--- src/rtl/fetch_pkg.sv ---
// Shared constants, buffer entry type and PC helpers for the fetch stage.
package fetch_pkg;

    localparam int              XLEN             = 32;
    localparam logic [XLEN-1:0] NOP_INST         = 32'h0000_0013;
    localparam logic [XLEN-1:0] RESET_PC_DEFAULT = 32'h0000_0000;

    typedef struct packed {
        logic [XLEN-1:0] pc;
        logic [XLEN-1:0] inst;
    } fetch_entry_t;

    function automatic logic [XLEN-1:0] pc_next(input logic [XLEN-1:0] pc);
        return pc + 32'd4;
    endfunction

    function automatic logic [XLEN-1:0] pc_align(input logic [XLEN-1:0] pc);
        return {pc[XLEN-1:2], 2'b00};
    endfunction

endpackage

--- src/rtl/fetch_fifo.sv ---
// In-order instruction buffer: DEPTH entries (power of two), flush, full/empty flags.
// Push into a full buffer is accepted when a pop happens in the same cycle.
module fetch_fifo
    import fetch_pkg::*;
#(
    parameter int DEPTH = 2,
    localparam int AW = (DEPTH > 1) ? $clog2(DEPTH) : 1,
    localparam int CW = $clog2(DEPTH + 1)
) (
    input  logic          clk,
    input  logic          rst_n,
    input  logic          i_flush,
    input  logic          i_push,
    input  fetch_entry_t  i_data,
    input  logic          i_pop,
    output fetch_entry_t  o_data,
    output logic          o_full,
    output logic          o_empty,
    output logic [CW-1:0] o_count
);

    fetch_entry_t  r_mem [DEPTH];
    logic [AW-1:0] r_wptr;
    logic [AW-1:0] r_rptr;
    logic [CW-1:0] r_count;
    logic          w_do_push;
    logic          w_do_pop;

    assign o_full    = (r_count == CW'(DEPTH));
    assign o_empty   = (r_count == '0);
    assign o_count   = r_count;
    assign o_data    = r_mem[r_rptr];
    assign w_do_pop  = i_pop && !o_empty;
    assign w_do_push = i_push && (!o_full || w_do_pop);

    always_ff @(posedge clk or negedge rst_n) begin
        if (!rst_n) begin
            r_wptr  <= '0;
            r_rptr  <= '0;
            r_count <= '0;
        end else if (i_flush) begin
            r_wptr  <= '0;
            r_rptr  <= '0;
            r_count <= '0;
        end else begin
            if (w_do_push) r_wptr <= r_wptr + AW'(1);
            if (w_do_pop)  r_rptr <= r_rptr + AW'(1);
            r_count <= r_count + CW'(w_do_push) - CW'(w_do_pop);
        end
    end

    // Storage needs no reset: entries are only visible once counted.
    always_ff @(posedge clk) begin
        if (w_do_push && !i_flush) r_mem[r_wptr] <= i_data;
    end

endmodule

--- src/rtl/fetch.sv ---
// Instruction fetch: credit-limited request issue, in-order response buffer, redirect flush with discard.
// Optional macro FETCH_BYPASS_EN: a response arriving to an empty buffer is presented the same cycle.
module fetch
    import fetch_pkg::*;
#(
    parameter logic [31:0] RESET_PC = RESET_PC_DEFAULT,
    parameter int          DEPTH    = 2
) (
    input  logic        clk,
    input  logic        resetn,
    output logic        imem_req_valid,
    input  logic        imem_req_ready,
    output logic [31:0] imem_req_addr,
    input  logic        imem_resp_valid,
    input  logic [31:0] imem_resp_data,
    input  logic        redirect_valid,
    input  logic [31:0] redirect_pc,
    output logic        inst_valid,
    input  logic        inst_ready,
    output logic [31:0] inst,
    output logic [31:0] inst_pc
);

    localparam int CW = $clog2(DEPTH + 1);
    localparam int UW = CW + 2;

    logic [31:0]   r_pc;
    logic [31:0]   r_resp_pc;
    logic [CW-1:0] r_out_cnt;
    logic [CW-1:0] r_discard;

    logic          w_accept;
    logic          w_resp;
    logic          w_keep;
    logic          w_bypass;
    logic          w_inst_valid;
    logic          w_deq;
    logic          w_pop;
    logic          w_push;
    logic          w_fifo_full;
    logic          w_fifo_empty;
    logic [CW-1:0] w_fifo_count;
    logic [UW-1:0] w_used;
    fetch_entry_t  w_head;
    fetch_entry_t  w_resp_entry;

    // A response with nothing outstanding can only be a stale pre-reset beat.
    assign w_resp       = imem_resp_valid && (r_out_cnt != '0);
    assign w_keep       = w_resp && (r_discard == '0) && !redirect_valid;
    assign w_resp_entry = '{pc: r_resp_pc, inst: imem_resp_data};

`ifdef FETCH_BYPASS_EN
    assign w_bypass = w_keep && w_fifo_empty;
`else
    assign w_bypass = 1'b0;
`endif

    assign w_inst_valid = !redirect_valid && (!w_fifo_empty || w_bypass);
    assign w_deq        = w_inst_valid && inst_ready;
    assign w_pop        = w_deq && !w_fifo_empty;
    assign w_push       = w_keep && !(w_bypass && inst_ready) && (!w_fifo_full || w_pop);

    // Credits freed by this cycle's dequeue count immediately, giving one fetch per cycle.
    assign w_used         = UW'(r_out_cnt) + UW'(w_fifo_count) - UW'(w_deq);
    assign imem_req_valid = resetn && !redirect_valid && (w_used < UW'(DEPTH));
    assign imem_req_addr  = r_pc;
    assign w_accept       = imem_req_valid && imem_req_ready;
    assign inst_valid     = w_inst_valid;

    always_comb begin
        inst    = NOP_INST;
        inst_pc = '0;
        if (w_inst_valid) begin
            if (w_fifo_empty) begin
                inst    = w_resp_entry.inst;
                inst_pc = w_resp_entry.pc;
            end else begin
                inst    = w_head.inst;
                inst_pc = w_head.pc;
            end
        end
    end

    fetch_fifo #(.DEPTH(DEPTH)) u_fifo (
        .clk     (clk),
        .rst_n   (resetn),
        .i_flush (redirect_valid),
        .i_push  (w_push),
        .i_data  (w_resp_entry),
        .i_pop   (w_pop),
        .o_data  (w_head),
        .o_full  (w_fifo_full),
        .o_empty (w_fifo_empty),
        .o_count (w_fifo_count)
    );

    // r_resp_pc tracks the address of the next kept response; responses return in order.
    always_ff @(posedge clk or negedge resetn) begin
        if (!resetn) begin
            r_pc      <= pc_align(RESET_PC);
            r_resp_pc <= pc_align(RESET_PC);
            r_out_cnt <= '0;
            r_discard <= '0;
        end else begin
            r_out_cnt <= r_out_cnt + CW'(w_accept) - CW'(w_resp);
            if (redirect_valid) begin
                r_pc      <= pc_align(redirect_pc);
                r_resp_pc <= pc_align(redirect_pc);
                r_discard <= r_out_cnt - CW'(w_resp);
            end else begin
                if (w_accept) r_pc <= pc_next(r_pc);
                if (w_keep)   r_resp_pc <= pc_next(r_resp_pc);
                if (w_resp && (r_discard != '0)) r_discard <= r_discard - CW'(1);
            end
        end
    end

endmodule

--- config.mk ---
export PLATFORM = sky130hd
export DESIGN_NAME = fetch
export DESIGN_NICKNAME = d
export VERILOG_FILES = /design/src/rtl/fetch_pkg.sv /design/src/rtl/fetch_fifo.sv /design/src/rtl/fetch.sv
export SDC_FILE = /design/constraint.sdc
export NUM_CORES = 1
export LEC_CHECK = 0
export CAP_MARGIN = 10
export CELL_PAD_IN_SITES_DETAIL_PLACEMENT = 1
export CELL_PAD_IN_SITES_GLOBAL_PLACEMENT = 1
export CORE_ASPECT_RATIO = 1.4
export CORE_MARGIN = 2
export CORE_UTILIZATION = 44
export CTS_BUF_LIST = sky130_fd_sc_hd__clkbuf_8
export CTS_CLUSTER_SIZE = 12
export DETAILED_ROUTE_END_ITERATION = 6
export PLACE_DENSITY_LB_ADDON = 0.25
export SYNTH_ARGS = -nofsm -noshare
export SYNTH_HDL_FRONTEND = slang
export SYNTH_HIERARCHICAL = 1
export SYNTH_SLANG_ARGS = --single-unit
--- constraint.sdc ---
create_clock -name clk -period 7.8 [get_ports clk]
set_input_delay 1.17 -clock clk [delete_from_list [all_inputs] [get_ports clk]]
set_output_delay 1.17 -clock clk [all_outputs]
set_load 0.05 [all_outputs]
* Word-level counts from Yosys, hierarchy flattened
Memories as Yosys holds them, arrays and structs flattened. Index checks and enable logic that the tools add are counted.
Cells by class: muxes and demuxes 17, reduce and logical (&&, ||, !) cells 28, $lt $le $gt $ge 1, equal/unequal tests 1, $add $sub $neg 12
Operators by type and width (number):
- 2-to-1 mux 32 bit | 8
- adder 32 x 3 -> 32 bit, second input constant | 2
- logical AND 1 bit | 14
- nonzero test 2 bit | 7
- 2-to-1 mux 1 bit | 6
- 2-to-1 mux 2 bit | 3
- subtractor 2 x 1 -> 2 bit | 3
- adder 2 x 1 -> 2 bit | 2
- zero test 2 bit | 2
- < comparator 4 x 2 -> 1 bit, second input constant | 1
- subtractor 3 x 1 -> 4 bit | 1
- adder 2 x 2 -> 3 bit | 1
- zero test 1 bit | 3
- adder 1 bit, second input constant | 2
- equality test 2 bit, second input constant | 1
- logical OR 1 bit | 2
- subtractor 2 x 1 -> 2 bit, second input constant | 1
Word-level totals: bits of input ports 70, memories kept 1, bits in writable memories 128, output and inout port bits 98, logic and storage cells 67, register bits after elaboration 72
Memories:
- u_fifo.r_mem | depth 2, width 64, read ports 1, clocked after Yosys merged registers in 0, wr ports 1, RTL line fetch_fifo.sv:22 | fetch_entry_t r_mem [DEPTH];

* Logic depth before layout (Yosys ltp)
word-level depth 11, gate-level depth with buffers 16, depth with buffers taken out 15

* Cells and area by module
The synthesis kept the hierarchy.
Modules (own cells, without submodules):
- fetch_fifo | times used 1, sequential area each 3943.8 µm², cells each 228, area an instance 4883.4 µm²
- fetch | times used 1, sequential area each 1601.5 µm², cells each 467, area an instance 4269.1 µm²

* Worst setup path before layout
Ideal clock, no wire load.
path kind input -> register, start input redirect_valid, end memory u_fifo/r_mem[1][0] in the netlist's numbering, enable pin, stages on the path 7, required time 7.222 ns, library setup time 0.578 ns, arrival 6.960 ns, slack 0.262 ns, buffers on the path 2, cell sequence buf_2 > inv_2 > clkbuf_1 > nand2_1 > a21oi_1 > o21ai_2 > nor3b_1
On the way: cells in the longest elaborated chain, start to end 10, elaborated cells between the ends (all ways) 13, classes of those cells mux: 2; reduce/logical: 11
RTL lines:
- from (decl) | RTL line fetch.sv:16 | input logic redirect_valid,
- zero test 1 bit * | RTL line fetch.sv:49, fetch.sv:58
- logical AND 1 bit | RTL line fetch.sv:58 | assign w_inst_valid = !redirect_valid && (!w_fifo_empty || w_bypass);
- logical AND 1 bit | RTL line fetch.sv:59 | assign w_deq = w_inst_valid && inst_ready;
- logical AND 1 bit | RTL line fetch.sv:60 | assign w_pop = w_deq && !w_fifo_empty;
- logical OR 1 bit | RTL line fetch.sv:61 | assign w_push = w_keep && !(w_bypass && inst_ready) && (!w_fifo_full || w_pop);
- logical AND 1 bit * | RTL line fetch.sv:61
- named net w_push | RTL line fetch.sv:39 | logic w_push;
- logical AND 1 bit * | RTL line fetch_fifo.sv:34 | assign w_do_push = i_push && (!o_full || w_do_pop);
- logical AND 1 bit * | RTL line fetch_fifo.sv:54 | if (w_do_push && !i_flush) r_mem[r_wptr] <= i_data;
- 2-to-1 mux 1 bit * | RTL line fetch_fifo.sv:54
- 2-to-1 mux 1 bit (not written as such) * | RTL line fetch_fifo.sv:54
- to (decl) | RTL line fetch_fifo.sv:22
The timed path passes the listed nets; every way through them passes the cells marked *.

* Final worst setup path
start input redirect_valid, end output imem_req_valid
On the way: cells in the longest elaborated chain, start to end 6, elaborated cells between the ends (all ways) 7, classes of those cells add/sub: 1; order compare: 1; reduce/logical: 5
RTL lines:
- zero test 1 bit * | RTL line fetch.sv:58, fetch.sv:65
- logical AND 1 bit | RTL line fetch.sv:58
- logical AND 1 bit | RTL line fetch.sv:59
- subtractor 3 x 1 -> 4 bit | RTL line fetch.sv:64 | assign w_used = UW'(r_out_cnt) + UW'(w_fifo_count) - UW'(w_deq);
- < comparator 4 x 2 -> 1 bit | RTL line fetch.sv:65 | assign imem_req_valid = resetn && !redirect_valid && (w_used < UW'(DEPTH));
- logical AND 1 bit * | RTL line fetch.sv:65
- to (decl) | RTL line fetch.sv:11 | output logic imem_req_valid,
Mark *: on every way between the ends. The rest lies on a longest branch, timed or not.

==> flow_summary_export.csv <==
group,metric,value,unit
detailed_routing,drt_first_pass_iters,4,
place,io_buffers,163,
sta,slew_headroom,0.382,
detailed_routing,num_vias,6111,
sta,period_share,0.759,
yosys,yosysTopAreaCellShare,0.420,
sta,tightest_slew,0.927,ns
clock_network,htreeDepth,4,
global_route,grt_pass1_vias,6717,
clock_network,cts_tree,"built",
yosys,ys_ff_latch,196,
job,max-cap-violations,0,
global_route,grt_start_max_net_pins,71,
critical_path,path_class,"primary input to output pin",
floorplanning,io_pins,168,
pwr,leakage,4.09,nW
yosys,yosysUniqueCellTypes,60,
clock_network,cts_sinks,196,
yosys,synth_edf_count,128,
yosys,yosysTopAreaCell,"edfxtp_1",
critical_path,endpoint_kind,"output pin",
global_route,gr-total-overflow,0,
critical_path,cp_max_fo,63,
sta,rsz0062_at_grt,"no",
floorplanning,design.die.area,0.0220,mm^2
pwr,fin_total_pwr,2.30,mW
yosys,async_flop_share,0.347,
layout,drive_gt1_frac,0.110,
detailed_routing,drt-initial-drc-count,313,
floorplanning,row_count,62,
yosys,ys_seq_area_frac,0.606,
place,dpl.hpwl,15500,um
yosys,synth_flop_cell,"edfxtp_1",
layout,final_core_util,0.559,
sta,finalHoldViolCount,0,
pwr,max-vdd-ir-drop,0.127,mV
sta,setup-violations-final,0,
yosys,synth_area_per_cell,13.2,um^2
yosys,yosysWarnings,6,
critical_path,cp-start-kind,"primary input",
clock_network,clockBufferDepth,2,
floorplanning,start_util,0.447,
yosys,synth_area,0.00915,mm^2
floorplanning,core_area,0.0205,mm^2
clock_network,clock_latency,0.46,ns
clock_network,numCtsBuffers,17,
global_route,grt_pass1_wl,35400,um
floorplanning,die_w,126,um
global_route,grt_usage,0.203,
sta,timing.fmax,169,MHz
floorplanning,die_y,175,um
critical_path,worst-endpoint-arrival,4.75,ns
clock_network,cts_hold_buf,0,
clock_network,clockRootBuffer,"clkbuf_8",
detailed_routing,vias_per_cell,5.40,
critical_path,rr_worst_depth,16,
detailed_routing,wl_per_cell,19.3,um
detailed_routing,met2_length,11400,um
critical_path,cp_slowest_cell,"clkdlybuf4s50_1",
detailed_routing,wirelength,21900,um
detailed_routing,wl_met1,9250,um
clock_network,clk_pin_slew,0.09,ns
status,outcome,"finished clean",
yosys,syn-instance-count,695,
layout,antenna_cells,0,
detailed_routing,wl_met3,789,um
clock_network,ctsResizeCount,0,
layout,nNetsFinal,944,
sta,finalSetupTns,0,ns
yosys,yosys-top-cells-area,"edfxtp_1 (42%), dfrtp_1 (19%), mux2_1 (6.3%)",
clock_network,post-cts-setup-buffer-count,0,
critical_path,cp.required,6.63,ns
layout,fillers,2111,
critical_path,crit_chain,"buf_2, nor2_4, buf_4, nand2_1, inv_1, ha_1, nor2_1, fa_1, or3b_1, a211oi_4, clkdlybuf4s50_1",
place,place_congestion,0.823,
critical_path,ff2ff_setup_slack,3.39,ns
min_path,holdPathStages,0,
layout,area_growth,25.1,%
sta,fin_crit,5.92,ns
sta,fin_skew,0.0175,ns
pwr,p_per_area,200,mW/mm^2
detailed_routing,route.detailed.drc,0,
detailed_routing,postRouteAntennaNets,0,
min_path,hold_path_class,"register to register",
detailed_routing,top_layer,"met4",
sta,drv_slew,0,
critical_path,slowest_delay,0.90,ns
global_route,antenna_found_initial,0,
==> cells by family after synthesis <==
| group | share of synthesized area |
|---|---|
| AND/OR/NAND/NOR | 0.151 |
| AO/OA/AOI/OAI | 0.0498 |
| multiplexers | 0.104 |
| adder cells (fa/ha/maj) | 0.0159 |
| other | 0.000410 |
| XOR/XNOR | 0.0498 |
| flip-flops | 0.606 |
| buffers and inverters | 0.0238 |
==> per-layer routing <==
metal / global-route usage / up-vias
li1: - / 2853
met1: 0.250 / 3083
met2: 0.363 / 153
met3: 0.0349 / 22
met4: 0.0659 / 0
met5: 0 / -
==> Yosys cell counts, drive strengths merged (2+ instances only) <==
| cell | count |
|---|---|
| o311ai | 4 |
| mux2 | 83 |
| a21boi | 8 |
| a21oi | 9 |
| o21a | 3 |
| or3 | 7 |
| nor2 | 22 |
| nand2b | 10 |
| nand4 | 31 |
| and4 | 2 |
| nand2 | 39 |
| xor2 | 29 |
| nor3 | 4 |
| inv | 20 |
| xnor2 | 23 |
| buf | 14 |
| o211ai | 12 |
| o31ai | 2 |
| and4bb | 2 |
| dfrtp | 68 |
| o21ai | 24 |
| clkbuf | 15 |
| nor4 | 5 |
| and2 | 66 |
| nand3 | 26 |
| edfxtp | 128 |
| ha | 10 |
| nor2b | 5 |
| and3 | 9 |
==> layout make-up <==
class                           instances  area, um^2  share of cell area
Multi-Input combinational cell        455        3430               0.299
Clock inverter                         14         129              0.0113
Clock buffer                           18         248              0.0216
Sequential cell                       196        5550               0.484
Inverter                               20        75.1             0.00656
Timing Repair Buffer                  173        1700               0.149
Tap cell                              256         320              0.0280
==> registers in the layout, indices dropped and copies added, names as in the netlist <==
register,count
u_fifo/r_mem,128
imem_req_addr,30
r_resp_pc,30
r_discard,2
r_out_cnt,2
u_fifo/o_count,2
u_fifo/r_rptr,1
u_fifo/r_wptr,1
==> cell usage in the layout, fill, tap and decap left out, drive strengths merged, types with 10 or more instances in the layout <==
cell type	instances
nand4	31
inv	26
clkdlybuf4s50	161
nand2b	10
nor2	22
buf	12
dfrtp	68
edfxtp	128
and2	66
nand2	39
xnor2	23
nand3	26
o21ai	24
xor2	29
clkbuf	18
ha	10
mux2	83
o211ai	12
==> final timing paths <==
kind                                             start                            end
setup / recovery                        redirect_valid                 imem_req_valid
hold / removal               r_resp_pc[31]$_DFFE_PN0N_  u_fifo/r_mem[0][63]$_DFFE_PP_
setup reg to reg           u_fifo/o_count[1]$_DFF_PN0_         r_out_cnt[1]$_DFF_PN0_
hold reg to reg              r_resp_pc[31]$_DFFE_PN0N_  u_fifo/r_mem[0][63]$_DFFE_PP_
max in group asynchronous                       resetn      u_fifo/r_rptr$_DFFE_PN0P_
min in group asynchronous                       resetn   imem_req_addr[5]$_DFFE_PN0P_
==> metrics by stage <==
| step | worst slack (ns) | cells | area (um^2) | hold slack (ns) |
|---|---|---|---|---|
| after floorplan | 0.262 | 700 | 9170 | 0.440 |
| after global placement | 1.89 | 1098 | 11000 | 0.474 |
| after detailed placement | 1.81 | 1098 | 11000 | 0.497 |
| after CTS | 1.78 | 1130 | 11400 | 0.517 |
| after global routing | 1.61 | 1132 | 11400 | 0.529 |
| final | 1.88 | 1132 | 11400 | 0.514 |
==> power breakdown <==
| part | internal, mW | switching, mW | total (mW) |
|---|---|---|---|
| clock | 0.265 | 0.362 | 0.627 |
| combinational | 0.170 | 0.241 | 0.411 |
| sequential | 1.18 | 0.0744 | 1.26 |
| total | 1.62 | 0.677 | 2.30 |
==> worst max-delay path: cells and delay by family <==
kind                     cells  cell delay, ns
buffers and inverters        4            1.55
AO/OA/AOI/OAI                1            0.43
AND/OR/NAND/NOR              4            0.89
adder cells (fa/ha/maj)      2            0.71
(Power assumes the default switching activity.)
